**src/rtl/aes_rkey_sequencer.sv**
```systemverilog
// Streams a stored AES key schedule to the cipher rounds, one round key per
// valid/ready handshake, in ascending (encrypt) or descending (decrypt) order.
module aes_rkey_sequencer #(
    parameter int KEY_W  = 128,
    parameter int ADDR_W = 4
) (
    input  logic              clk,
    input  logic              reset,
    input  logic [1:0]        aes_mode,
    input  logic              decrypt,
    input  logic              start,
    input  logic              keys_rdy,
    output logic [ADDR_W-1:0] rkey_addr,
    input  logic [KEY_W-1:0]  rkey_in,
    output logic              rk_valid,
    input  logic              rk_ready,
    output logic [KEY_W-1:0]  rk_data,
    output logic [3:0]        rk_round,
    output logic              rk_last,
    output logic              busy,
    output logic              done,
    output logic              abort,
    output logic [1:0]        fsm_state
);

    // Handshake: a key moves on any cycle with rk_valid=1 and rk_ready=1;
    // rk_data/rk_round hold steady while rk_valid=1 and rk_ready=0.
    typedef enum logic [1:0] {IDLE, WAIT_KEYS, LOAD, STREAM} state_t;

    state_t              state, state_d;
    logic [1:0]          mode_q, mode_d;
    logic                dec_q, dec_d;
    logic [3:0]          nr;
    logic [ADDR_W-1:0]   addr_q, addr_d;
    logic                valid_d, done_d, abort_d;
    logic [KEY_W-1:0]    data_d;
    logic [3:0]          round_d;
    logic                xfer;

    // Nr follows the latched mode, so mid-stream mode changes are invisible.
    always_comb begin
        case (mode_q)
            2'b00:   nr = 4'd10;
            2'b01:   nr = 4'd12;
            default: nr = 4'd14;
        endcase
    end

    assign xfer      = rk_valid && rk_ready;
    assign busy      = (state != IDLE);
    assign rk_last   = rk_valid && (rk_round == nr);
    assign fsm_state = state;

    always_comb begin
        state_d   = state;
        mode_d    = mode_q;
        dec_d     = dec_q;
        addr_d    = addr_q;
        valid_d   = rk_valid;
        data_d    = rk_data;
        round_d   = rk_round;
        done_d    = 1'b0;
        abort_d   = abort;
        rkey_addr = '0;
        case (state)
            IDLE: begin
                if (start) begin
                    mode_d  = aes_mode;
                    dec_d   = decrypt;
                    abort_d = 1'b0;
                    state_d = keys_rdy ? LOAD : WAIT_KEYS;
                end
            end
            WAIT_KEYS: begin
                if (keys_rdy) state_d = LOAD;
            end
            LOAD: begin
                rkey_addr = dec_q ? ADDR_W'(nr) : '0;
                if (!keys_rdy) begin
                    valid_d = 1'b0;
                    abort_d = 1'b1;
                    state_d = IDLE;
                end else begin
                    data_d  = rkey_in;
                    round_d = 4'd0;
                    valid_d = 1'b1;
                    addr_d  = dec_q ? rkey_addr - ADDR_W'(1) : rkey_addr + ADDR_W'(1);
                    state_d = STREAM;
                end
            end
            STREAM: begin
                rkey_addr = addr_q;
                if (!keys_rdy) begin
                    valid_d = 1'b0;
                    abort_d = 1'b1;
                    state_d = IDLE;
                end else if (xfer) begin
                    if (rk_round == nr) begin
                        valid_d = 1'b0;
                        done_d  = 1'b1;
                        state_d = IDLE;
                    end else begin
                        data_d  = rkey_in;
                        round_d = rk_round + 4'd1;
                        // Stop stepping once the final key is captured so the address stays in 0..Nr.
                        if (round_d != nr)
                            addr_d = dec_q ? addr_q - ADDR_W'(1) : addr_q + ADDR_W'(1);
                    end
                end
            end
            default: state_d = IDLE;
        endcase
    end

    always_ff @(posedge clk) begin
        if (!reset) state <= IDLE;
        else        state <= state_d;
    end

    always_ff @(posedge clk) begin
        if (!reset) begin
            mode_q   <= 2'b00;
            dec_q    <= 1'b0;
            addr_q   <= '0;
            rk_valid <= 1'b0;
            rk_data  <= '0;
            rk_round <= 4'd0;
            done     <= 1'b0;
            abort    <= 1'b0;
        end else begin
            mode_q   <= mode_d;
            dec_q    <= dec_d;
            addr_q   <= addr_d;
            rk_valid <= valid_d;
            rk_data  <= data_d;
            rk_round <= round_d;
            done     <= done_d;
            abort    <= abort_d;
        end
    end

endmodule

```
**config.mk**
```make
export PLATFORM = sky130hd
export DESIGN_NAME = aes_rkey_sequencer
export DESIGN_NICKNAME = d
export VERILOG_FILES = /design/src/rtl/aes_rkey_sequencer.sv
export SDC_FILE = /design/constraint.sdc
export NUM_CORES = 1
export LEC_CHECK = 0
export CAP_MARGIN = 20
export CORE_ASPECT_RATIO = 1.5
export CORE_MARGIN = 2
export CORE_UTILIZATION = 43
export DETAILED_ROUTE_END_ITERATION = 12
export PLACE_DENSITY = 0.86
export SYNTH_ARGS = -nofsm -noshare
export SYNTH_HDL_FRONTEND = slang
export SYNTH_SLANG_ARGS = --single-unit
```
**constraint.sdc**
```tcl
create_clock -name clk -period 6.95 [get_ports clk]
set_input_delay 1.39 -clock clk [delete_from_list [all_inputs] [get_ports clk]]
set_output_delay 1.39 -clock clk [all_outputs]
set_load 0.02 [all_outputs]
```
==> key figures <==
Outcome
  • Run status: finished, final reports clean

Clock tree
  • CTS Hold Buffers Added: 0
  • Post-CTS Setup Inserts: 0
  • CTS tree: yes
  • CTS H-Tree Depth: 4
  • CTS root buffer: clkbuf_16
  • CTS clk-pin slew, worst paths: 0.06 ns
  • Later-pin clock latency in the skew report: 0.41 ns
  • Total clock buffers created by CTS: 17
  • Clock Tree Buf Depth: 2
  • Post-CTS sizing: 0
  • Number of sinks driven by the clock tree: about 140

Route
  • Total Wirelength: ~16000 microns
  • Met3 Wirelength: 1304 microns
  • Detailed Routing Iterations Pass 1: 4
  • Antenna Violating Nets Remaining: 0
  • Top layer in use: met4
  • Routed wl met2: roughly 8300 microns
  • Post-detailed-route DRC marker count: 0
  • Wirelength per Cell: between 10 and 15 microns
  • Avg Vias per Cell: 4.998
  • Total number of vias: about 5600
  • Total routed wire length on the met1 layer: just under 6000 microns
  • DRC violation total after the first TritonRoute iteration: 165

Flow run
  • Max capacitance violation total: 0

Timing
  • Worst-margin pin slew: between 0.9 and 1 ns
  • Max Clock Freq: between 200 and 300 MHz
  • Fraction of the cycle the final worst path needs: 55.41%
  • Setup violation total in the final timing report: 0
  • Final hold violation count: 0
  • Unrepaired setup endpoints after global routing: no
  • Final Critical Period: about 3.9 ns
  • Total Negative Setup Slacks: 0 ns
  • Slew headroom: around two fifths
  • Minimum setup slack in the final design: about 3.1 ns
  • Final-report max-slew violation count: 0
  • Clock Skews: 0.01008 ns

Yosys
  • Synthesized area divided by synthesized cell count: 7.885 sq um
  • Post-synth cell types: between 40 and 50
  • Synthesis-stage register bit count: roughly 140
  • Count of mapped cells out of synthesis: between 600 and 700
  • Library cell occupying the most area in the post-synthesis netlist: dfxtp_1
  • Cell Area, Synth: about 5400 sq um
  • Synth top area share: between 50% and 60%
  • Synth Warn #: 0
  • Net count after synthesis: a little over 800
  • Share of synthesized area occupied by flip-flops and latches: 53.14%
  • Ranking of synthesized cells by area: dfxtp_1 53%, nand2_1 19%, a21oi_1 13%, buf_2 1.7%, clkbuf_1 1.6%

Pwr
  • Maximum ir drop on the vdd rail: 0.1530 mV
  • Pleak: between 3 and 4 nW
  • Power density over cell area: 222.6 nW/um^2

Critical path
  • Sequence of cells on the critical path: clkdlybuf4s50_1 -> nand2_1 -> a21oi_1 -> o31a_2 -> buf_4 -> nand2_1 -> a21oi_1
  • Launch point of the critical path: keys_rdy
  • Slowest Stage Delay on Critical Path: between 0.8 and 0.9 ns
  • Endpoint of the most critical register-to-register path: rk_data[13]
  • Worst Reg2Reg Path Length in Cells: 6
  • Register-to-register path setup slack: approximately 4 ns
  • Critical R2R Launch: fsm_state[1]
  • Worst setup SP type: input port
  • Largest fanout on the critical path: between 50 and 60
  • Number of stages on the worst setup path: 7
  • Critical path capture point type: flip-flop
  • Slowest cell on the critical path: o31a_2
  • Buffering stage count on the worst path with inverters included: 2
  • Setup crit end: rk_data[13]
  • Critical Path AT: approximately 4.2 ns
  • Kind of cell adding the most delay to the critical path: compound AO/OA/AOI/OAI gates
  • Worst Path Required: between 7 and 8 ns
  • Category of the critical setup timing path: input port to flip-flop

Die
  • Standard cell core area: between 10000 and 15000 sq um
  • Placement Rows: 50
  • Initial Util: between 40% and 50%
  • I/O pins: between 200 and 300
  • Vertical extent of the die: ~140 microns
  • X dimension of the die: ~96 microns
  • Die area: 13550 sq um

Layout
  • Area growth from synthesis to final layout: 61.90%
  • Commonest non-fill, non-tap cells in the layout: 278 x clkdlybuf4s50_1, 273 x nand2_1, 144 x dfxtp_1
  • Fin nets: between 1000 and 1500
  • Final non-filler cell total: approximately 1100
  • Most common cell after layout, fill and taps aside: clkdlybuf4s50_1
  • Layout cell share with drive strength beyond 1: under 10%
  • Non-Filler Cell Area, Final: between 8000 and 9000 sq um

Global routing
  • Pin count of the biggest net entering global routing: ~90
  • Global-route wire length before repair: 24760 microns
  • Via count of the first global-routing pass: 5218
  • Gr ovfl total: 0
  • GRT Total Usage: around a quarter
  • Initial antenna violation count: 0

Placed design
  • Number of port buffers: about 280
  • Placed wire-length estimate: around 12000 microns
  • Gp weighted congestion: slightly above 0.8
  • Number of cells in the design after placement: ~1100
  • Total placed instance area: between 8000 and 9000 sq um
  • Worst slack after detailed placement: 2.710 ns

Min path
  • Type of the tightest min-delay check: flip-flop to flip-flop
==> worst reg2reg max path, cell delays in order (launching register included) <==
cell     delay (ns)
dfxtp_1        0.54
nand2_1        0.17
a21oi_1        0.41
o31a_2         0.82
buf_4          0.58
nand2_1        0.15
a21oi_1        0.14
==> flip-flops by register name, indices dropped and copies added (netlist names) <==
signal / flops
dec_q: 1
rk_round: 4
fsm_state: 2
done: 1
addr_q: 4
abort: 1
mode_q: 2
rk_data: 128
rk_valid: 1
==> per-stage QoR <==
step / hold slack [ns] / total power [mW] / utilization, %
finish: 0.4508 / 1.955 / 70.91
global route: 0.4667 / 2.032 / 70.89
CTS: 0.4536 / 1.974 / 70.89
detailed placement: 0.4457 / 1.102 / 66.26
global placement: 0.4401 / 1.100 / 66.26
floorplan: 0.4630 / 0.9692 / -
==> cell families after synthesis <==
group / share of synthesized area (%)
multiplexers: 0.3690
adder cells (fa/ha/maj): 1.061
flip-flops: 53.14
XOR/XNOR: 0.4844
AND/OR/NAND/NOR: 22.76
buffers and inverters: 4.774
AO/OA/AOI/OAI: 17.41
==> cells in the mapped netlist, drive strengths merged <==
| cell | instances |
|---|---|
| nor4 | 1 |
| nor3b | 2 |
| and2 | 3 |
| nand3 | 7 |
| nand2b | 2 |
| clkbuf | 23 |
| a31o | 1 |
| o31ai | 3 |
| a41o | 1 |
| and3 | 1 |
| o211ai | 1 |
| a211oi | 1 |
| inv | 6 |
| ha | 3 |
| nor3 | 4 |
| nor2b | 3 |
| xnor2 | 3 |
| a21o | 1 |
| nor2 | 10 |
| a22oi | 1 |
| o2111ai | 1 |
| a21oi | 142 |
| a311oi | 2 |
| a2111oi | 1 |
| a21boi | 1 |
| o21a | 3 |
| a21bo | 1 |
| mux2i | 2 |
| nand2 | 273 |
| nand4b | 1 |
| o2111a | 1 |
| and4 | 1 |
| o21ai | 8 |
| dfxtp | 144 |
| buf | 26 |
| or3b | 1 |
| fa | 1 |
| and3b | 1 |
| o31a | 1 |
==> worst min path at each step <==
stage,endpoint,startpoint,slack (ns),cells past startpoint
3_3_place_gp,rk_data[80],rk_data[80],0.44,2
3_5_place_dp,rk_data[71],rk_data[71],0.45,2
2_1_floorplan,addr_q[2],addr_q[2],0.46,2
6_report,rk_data[51],rk_data[51],0.45,2
4_1_cts,rk_data[71],rk_data[71],0.45,2
5_1_grt,rk_data[110],rk_data[110],0.47,2
==> cell type report <==
cell class | instances | area, sq um
fill | 959 | 3603
clock buffer | 19 | 442.9
timing repair buffer | 283 | 2820
multi-input combinational | 489 | 2285
inverter | 6 | 25.02
sequential | 144 | 2883
antenna | 1 | 2.502
tap | 156 | 195.2
clock inverter | 13 | 130.1
==> where the power goes <==
part | internal, mW | switching, mW | total, mW
combinational | 0.122 | 0.0992 | 0.221
clock | 0.509 | 0.362 | 0.870
sequential | 0.848 | 0.0155 | 0.863
total | 1.48 | 0.476 | 1.95
==> metal layers <==
layer  vias up  GRT usage (%)
met2       222          39.79
met3        46          8.019
li1       2764              -
met4         0          13.38
met5         -              0
met1      2521          24.55
(Power assumes the default switching activity.)
